### config.mk
export PLATFORM = sky130hd
export DESIGN_NAME = user_input_reader
export DESIGN_NICKNAME = d
export VERILOG_FILES = /design/src/rtl/user_input_reader_pkg.sv /design/src/rtl/user_input_reader_debounce.sv /design/src/rtl/user_input_reader.sv
export SDC_FILE = /design/constraint.sdc
export NUM_CORES = 1
export LEC_CHECK = 0
export CAP_MARGIN = 5
export CORE_MARGIN = 4
export CORE_UTILIZATION = 56
export DETAILED_ROUTE_END_ITERATION = 10
export DONT_BUFFER_PORTS = 1
export PLACE_DENSITY = 0.71
export SLEW_MARGIN = 10
export SYNTH_ARGS = -nofsm -noshare
export SYNTH_HDL_FRONTEND = slang
export SYNTH_HIERARCHICAL = 1
export SYNTH_SLANG_ARGS = --single-unit
### constraint.sdc
create_clock -name clk -period 15.39 [get_ports clk]
set_input_delay 2.3085 -clock clk [delete_from_list [all_inputs] [get_ports clk]]
set_output_delay 2.3085 -clock clk [all_outputs]
set_load 0.02 [all_outputs]
### src/rtl/user_input_reader_pkg.sv
// Shared constants and address decode for the user input reader (DIP switches + push keys).
package user_input_reader_pkg;

  localparam logic [31:0] ADDR_DIP_LO = 32'h0000_7f2c;
  localparam logic [31:0] ADDR_DIP_HI = 32'h0000_7f30;
  localparam logic [31:0] ADDR_KEY    = 32'h0000_7f34;
  localparam logic [31:0] ADDR_END    = 32'h0000_7f38;

  localparam logic [31:0] DEB_CNT_DEF = 32'd15000;
  localparam logic [31:0] RD_UNMAPPED = 32'hFFFF_FFFF;

  typedef enum logic [1:0] {
    RSEL_DIP_LO,
    RSEL_DIP_HI,
    RSEL_KEY,
    RSEL_NONE
  } rsel_e;

  function automatic rsel_e addr_decode(input logic [31:0] a);
    if (a >= ADDR_DIP_LO && a < ADDR_DIP_HI) return RSEL_DIP_LO;
    if (a >= ADDR_DIP_HI && a < ADDR_KEY)    return RSEL_DIP_HI;
    if (a >= ADDR_KEY    && a < ADDR_END)    return RSEL_KEY;
    return RSEL_NONE;
  endfunction

endpackage

### src/rtl/user_input_reader_debounce.sv
// Per-bit 2-flop synchronizer plus 3-sample debouncer, sampled on the shared tick.
module input_debounce #(
  parameter int                 WIDTH   = 8,
  parameter logic [WIDTH-1:0]   RST_VAL = '0
) (
  input  logic             clk,
  input  logic             reset,
  input  logic             tick,
  input  logic [WIDTH-1:0] raw,
  output logic [WIDTH-1:0] deb,
  output logic [WIDTH-1:0] deb_nxt
);

  logic [WIDTH-1:0] sync1_q, sync2_q;
  logic [WIDTH-1:0] hist0_q, hist0_d, hist1_q, hist1_d;
  logic [WIDTH-1:0] deb_q, deb_d;
  logic [WIDTH-1:0] agree;

  // A bit only moves when the current sample matches the previous two.
  assign agree   = ~(sync2_q ^ hist0_q) & ~(sync2_q ^ hist1_q);
  assign hist0_d = tick ? sync2_q : hist0_q;
  assign hist1_d = tick ? hist0_q : hist1_q;
  assign deb_d   = tick ? ((agree & sync2_q) | (~agree & deb_q)) : deb_q;

  always_ff @(posedge clk or posedge reset) begin
    if (reset) begin
      sync1_q <= RST_VAL;
      sync2_q <= RST_VAL;
      hist0_q <= RST_VAL;
      hist1_q <= RST_VAL;
      deb_q   <= RST_VAL;
    end else begin
      sync1_q <= raw;
      sync2_q <= sync1_q;
      hist0_q <= hist0_d;
      hist1_q <= hist1_d;
      deb_q   <= deb_d;
    end
  end

  assign deb     = deb_q;
  assign deb_nxt = deb_d;

endmodule

### src/rtl/user_input_reader.sv
// Memory-mapped DIP switch / push-key reader with debouncing, sticky press events and masked IRQ.
module user_input_reader
  import user_input_reader_pkg::*;
#(
  parameter logic [31:0] DEB_CNT = DEB_CNT_DEF
) (
  input  logic        clk,
  input  logic        reset,
  input  logic        We,
  input  logic [31:0] ADDR,
  input  logic [31:0] In_WD,
  input  logic [63:0] dip_switch,
  input  logic [7:0]  user_key,
  output logic [31:0] In_RD,
  output logic        IRQ
);

  logic [31:0] cnt_q, cnt_d;
  logic        tick;

  assign tick  = (cnt_q == 32'd0);
  assign cnt_d = tick ? (DEB_CNT - 32'd1) : (cnt_q - 32'd1);

  always_ff @(posedge clk or posedge reset) begin
    if (reset) cnt_q <= DEB_CNT - 32'd1;
    else       cnt_q <= cnt_d;
  end

  logic [63:0] deb_dip, dip_nxt_unused;
  logic [7:0]  deb_key, deb_key_nxt;

  input_debounce #(.WIDTH(64), .RST_VAL(64'd0)) u_dip (
    .clk     (clk),
    .reset   (reset),
    .tick    (tick),
    .raw     (dip_switch),
    .deb     (deb_dip),
    .deb_nxt (dip_nxt_unused)
  );

  // Keys idle released (high), so reset and its release never look like a press.
  input_debounce #(.WIDTH(8), .RST_VAL(8'hFF)) u_key (
    .clk     (clk),
    .reset   (reset),
    .tick    (tick),
    .raw     (user_key),
    .deb     (deb_key),
    .deb_nxt (deb_key_nxt)
  );

  logic [7:0]  pressed, press_rise, clr;
  logic [7:0]  evt_q, evt_d, mask_q, mask_d;
  logic        key_wr;
  logic [15:0] wd_unused;

  assign pressed    = ~deb_key;
  assign press_rise = deb_key & ~deb_key_nxt;
  assign key_wr     = We && (addr_decode(ADDR) == RSEL_KEY);
  assign clr        = key_wr ? In_WD[15:8] : 8'h00;
  assign wd_unused  = {In_WD[31:24], In_WD[7:0]};

  // Set is OR'd after the clear so a same-cycle press survives W1C.
  assign evt_d  = (evt_q & ~clr) | press_rise;
  assign mask_d = key_wr ? In_WD[23:16] : mask_q;

  always_ff @(posedge clk or posedge reset) begin
    if (reset) begin
      evt_q  <= 8'h00;
      mask_q <= 8'h00;
    end else begin
      evt_q  <= evt_d;
      mask_q <= mask_d;
    end
  end

  assign IRQ = |(evt_q & mask_q);

  always_comb begin
    In_RD = RD_UNMAPPED;
    case (addr_decode(ADDR))
      RSEL_DIP_LO: In_RD = deb_dip[31:0];
      RSEL_DIP_HI: In_RD = deb_dip[63:32];
      RSEL_KEY:    In_RD = {8'd0, mask_q, evt_q, pressed};
      default:     In_RD = RD_UNMAPPED;
    endcase
  end

endmodule
# After elaboration in Yosys (flattened, before gate mapping)

Index checks and enable logic that the tools add are counted.

Reductions and logical operators: 7
$add $sub $neg: 1
Multiplexer cells: 16
Bitwise operators: 25
Equality and inequality tests: 2
$lt $le $gt $ge: 6

Operators by type and width:

| cell                    | number |
|---|---|
| $and A64 B64 Y64        | 3 |
| $not A64 Y64            | 3 |
| $xor A64 B64 Y64        | 2 |
| $ge A32 B15 Y1 const B  | 3 |
| $lt A32 B15 Y1 const B  | 3 |
| $pmux W32 S3            | 1 |
| $or A64 B64 Y64         | 1 |
| $and A8 B8 Y8           | 6 |
| $not A8 Y8              | 6 |
| $logic_not A32 Y1       | 1 |
| $mux W32                | 1 |
| $sub A32 B1 Y32 const B | 1 |
| $mux W8                 | 2 |
| $or A8 B8 Y8            | 2 |
| $xor A8 B8 Y8           | 2 |
| $mux W2                 | 6 |
| $reduce_or A8 Y1        | 1 |
| $mux W1                 | 6 |
| $logic_and A1 B1 Y1     | 4 |
| $eq A2 B1 Y1 const B    | 1 |
| $eq A2 B2 Y1 const B    | 1 |
| $logic_not A2 Y1        | 1 |

Output and inout port bits: 33
Logic and storage cells: 70
Input port bits: 139
Register bits: 408

# Logic depth before layout (Yosys ltp)

Depth in word-level cells: 15
Depth in mapped cells: 11
Mapped depth without buffers: 9

# Cells and area by module

The synthesis kept the hierarchy.

Modules (own cells, without submodules):

| module                 | seq. area each (µm²) | times used | area each (µm²) | cells an instance |
|---|---|---|---|---|
| input_debounce (u_dip) | 8007.7               | 1          | 11725.0         | 797 |
| user_input_reader      | 1212.4               | 1          | 3198.1          | 374 |
| input_debounce (u_key) | 1051.0               | 1          | 1529.0          | 100 |

# Worst setup path before layout

Ideal clock, no wire load.

Path type: in2out
From: input ADDR[7]
To: output In_RD[0]
Cell stages on the path: 5
Path buffers: 1
Slack: 9.578 ns
Required time: 13.082 ns
Data arrival time: 3.503 ns
Cells stage by stage: nor4b_1 nand4_1 nor2_1 clkbuf_1 nand2_1

Longest elaborated chain between the ends: 10
Elaborated cells on any way between the ends: 24
Those cells by class: 6 x order compare; 2 x eq/ne; 12 x mux; 4 x reduce/logical

RTL lines:

| what                                             | line                        | source |
|---|---|---|
| from (decl)                                      | user_input_reader.sv:10     | `input logic [31:0] ADDR,` |
| $ge A32 B15 Y1 or $lt A32 B15 Y1 (tied branches) | user_input_reader_pkg.sv:22 | `if (a >= ADDR_KEY && a < ADDR_END) return RSEL_KEY;` |
| $logic_and A1 B1 Y1                              | user_input_reader_pkg.sv:22 |  |
| $mux W1 (2 in a row)                             | user_input_reader_pkg.sv:22 |  |
| $mux W1                                          | user_input_reader_pkg.sv:21 | `if (a >= ADDR_DIP_HI && a < ADDR_KEY) return RSEL_DIP_HI;` |
| $mux W2                                          | user_input_reader_pkg.sv:23 | `return RSEL_NONE;` |
| $mux W2                                          | user_input_reader_pkg.sv:22 |  |
| $mux W2 *                                        | user_input_reader_pkg.sv:21 |  |
| $eq A2 B2 Y1, or another cell as far along       | user_input_reader.sv:80     | `case (addr_decode(ADDR))` |
| $pmux W32 S3 *                                   | user_input_reader.sv:80     |  |
| to (decl)                                        | user_input_reader.sv:14     | `output logic [31:0] In_RD,` |

Mark *: on every way between the ends. The rest lies on a longest branch, timed or not. The select of a mux whose other input is x is not followed.

# Worst setup path in the final report

From: input ADDR[7]
To: output In_RD[31]

Same word-level chain as after synthesis.

==> metrics <==
Least-Margin Pin Slew=1.16 ns; Slew Viols, Final=0; DR vias/cell=5.78; pwr/cell area=119 nW/um^2; crit share post-route=39.0%; Setup crit start=ADDR[7]; max incr delay on CP=0.34 ns; nets=1,412; Hold Startpoint=u_dip/sync1_q[33]$_DFF_PP0_; Die Ht=179 microns; CP Data Required Time=13.08 ns; static leakage=7.79 nW; CTS Buf Count=42; row cnt=62; synth warn=6; CP bufs+invs=1; TritonCTS clock tree=built; Largest delay share family, worst path=simple AND/OR/NAND/NOR gates; most crowded layer after global routing=met1; Die X-Extent=179 microns; post-detail-place hpwl=20.6 mm; vias in the first global route=9,830; TNS Setup=0 ns; DR iter-0 viols=721; initial core utilization=57.0%; area leader, netlist=dfrtp_1; minimum clock period after layout=6.00 ns; Reg2Reg Launch Point=cnt_q[10]$_DFF_PP0_; CP cell instances=nor4b_1 -> nand4_1 -> nor2_2 -> buf_4 -> nand2_1; layout cells sized above 1=25.3%; CP Capture Type=primary output; # setup viols final=0; Hold EP=u_dip/sync2_q[33]$_DFF_PP0_; H-Tree Level Count=2; Reg2Reg Depth=9; setup repair bufs after CTS=0; clk root buf=clkbuf_16; area fraction of the dominant cell type after synthesis=54.6%; gr usage total=19.7%; clk buf depth=3; wire per inst=18.8 microns; mean post-synth cell area=12.9 sq um; HP Class=flop to flop; Seq/Total Area, Yosys=62.4%; worst hold margin=0.341 ns; met3 usage=3.48%; final WL=31.9 mm; 1st-pass router iterations=5; GRT met2 Usage=29.2%; Startpoint Class=primary input; I/O pin cnt=172; Async S/R FF share, synth=100%; Post-DRT Antenna Nets=0; slew margin rel.=23.0%; Post-synth top flop=dfrtp_1; worst vdd ir=107 uV; CP arrival=3.69 ns; final hold viol count=0; latest clock arrival within the worst-skew pair=0.53 ns; slowest CP cell=buf_4; synthesized area=16,500 sq um; GRT met1 Usage=29.4%; skew final=0.0128 ns; core area=28,900 sq um; PortBufs=0; vias=9,766; critical path type=primary input to primary output; Synth Instances=1,271; number of enable flip-flop cells after synthesis=0; critical-path maximum fanout=32; #FFs+latches synth=408; RSZ-0062 raised after global routing=false; Hold Crit Depth=0; R2R Path End=evt_q[5]$_DFF_PP0_; initial antenna violation count=3; max cap viols=0; fmax=167 MHz; CTS Hold Bufs=0; Worst-path clk slew=0.06 ns; pin count of the biggest net entering global routing=193; global-route wire length before repair=52.1 mm; routability cong.=0.772; drt drc=0; die area=32,200 sq um; syn_nets=1,412; outcome=finished clean; Distinct cells, synth=57; Layout area overhead=9.51%; grt ovf=0; Sink Count=408; worst reg-to-reg setup slack=10.70 ns; CTS resizes=0; synth top area cells=dfrtp_1, mux2_2, dfstp_2, o211ai_1, nand4_1
## cell families (layout without fill, tap and decap cells)
group | after synthesis | count (layout) | share of synthesized area, %
compound gates | 170 | 170 | 6.99
xor+xnor | 13 | 13 | 0.692
fa+ha+maj | 2 | 2 | 0.152
buf+inv | 147 | 178 | 4.73
flops | 408 | 408 | 62.4
mux | 163 | 163 | 11.2
other cells | 0 | 5 | 0
simple gates | 368 | 368 | 13.8
## layout make-up
type	count	area, sq um
timing repair buffer	9	80.1
antenna	5	12.5
fill	2180	10800
clock buffer	59	1210
multi-input combinational	716	5410
clock inverter	16	179
inverter	94	368
tap	384	480
sequential	408	10300
## cell usage in the layout (no fill, tap or decap), types with 28 or more instances in the layout
cell type / count
a21oi_1: 29
clkbuf_16: 42
inv_1: 91
nor2_1: 28
nand4_1: 81
o22ai_1: 40
o211ai_1: 72
nor3b_2: 33
dfrtp_1: 359
dfstp_2: 49
nand2_1: 115
mux2_2: 155
nor3b_1: 40
## worst max path at each step
stage                     slack, ns                     end  depth (start not counted)
after global routing           9.20               In_RD[28]                          5
after CTS                      9.42               In_RD[31]                          5
final                          9.39               In_RD[31]                          5
after floorplan                4.23  u_dip/deb[0]$_DFF_PP0_                          1
after detailed placement       9.42               In_RD[31]                          5
after global placement         9.52               In_RD[25]                          5
## power breakdown
group / leakage [nW] / internal, mW / switching [mW]
sequential: 5.18 / 1.09 / 0.0124
clock: 0.688 / 0.602 / 0.402
combinational: 1.92 / 0.00661 / 0.0306
total: 7.79 / 1.70 / 0.445
## worst reg2reg max path, delay by kind of cell, from the launching register on
| kind | cells | cell delay (ns) |
|---|---|---|
| AND/OR/NAND/NOR | 4 | 1.98 |
| buffers and inverters | 2 | 1.78 |
| flip-flops | 1 | 0.45 |
| AO/OA/AOI/OAI | 3 | 0.38 |
## cell usage after synthesis (7+ instances only)
cell / number
clkbuf_1: 17
nor3b_1: 40
nand4_1: 81
o211ai_1: 72
nor3_1: 8
dfrtp_1: 359
buf_6: 20
o22ai_1: 40
nand2_1: 115
o21bai_1: 8
nor2b_1: 8
nor3b_2: 33
o31ai_1: 8
dfstp_2: 49
nor4_1: 9
mux2_1: 8
mux2_2: 155
buf_2: 8
a21oi_1: 29
inv_1: 93
nor2_1: 29
or4_1: 10
xnor2_1: 7
## flip-flops by register name, indices dropped and copies added (netlist names), 32 cells and up
register       flops
u_dip/deb         64
u_dip/hist0_q     64
u_dip/hist1_q     64
u_dip/sync1_q     64
u_dip/sync2_q     64
cnt_q             32
## metal layers
metal  vias up  part of all wire, %
met3        63                  4.4
met5         -                    0
li1       4543                    -
met1      4950                   47
met2       210                   45
met4         0                  3.7
## metrics by stage
step	worst slack (ns)	utilization [%]	total power, mW	instance area, sq um	instances
floorplan	4.23	-	1.15	16500	1271
global placement	9.52	57.6	1.16	16600	1611
detailed placement	9.42	57.6	1.16	16600	1611
CTS	9.42	62.4	2.18	18000	1686
global route	9.20	62.4	2.23	18000	1689
finish	9.39	62.4	2.15	18000	1691
No activity file was read; power rests on OpenSTA's default activity.
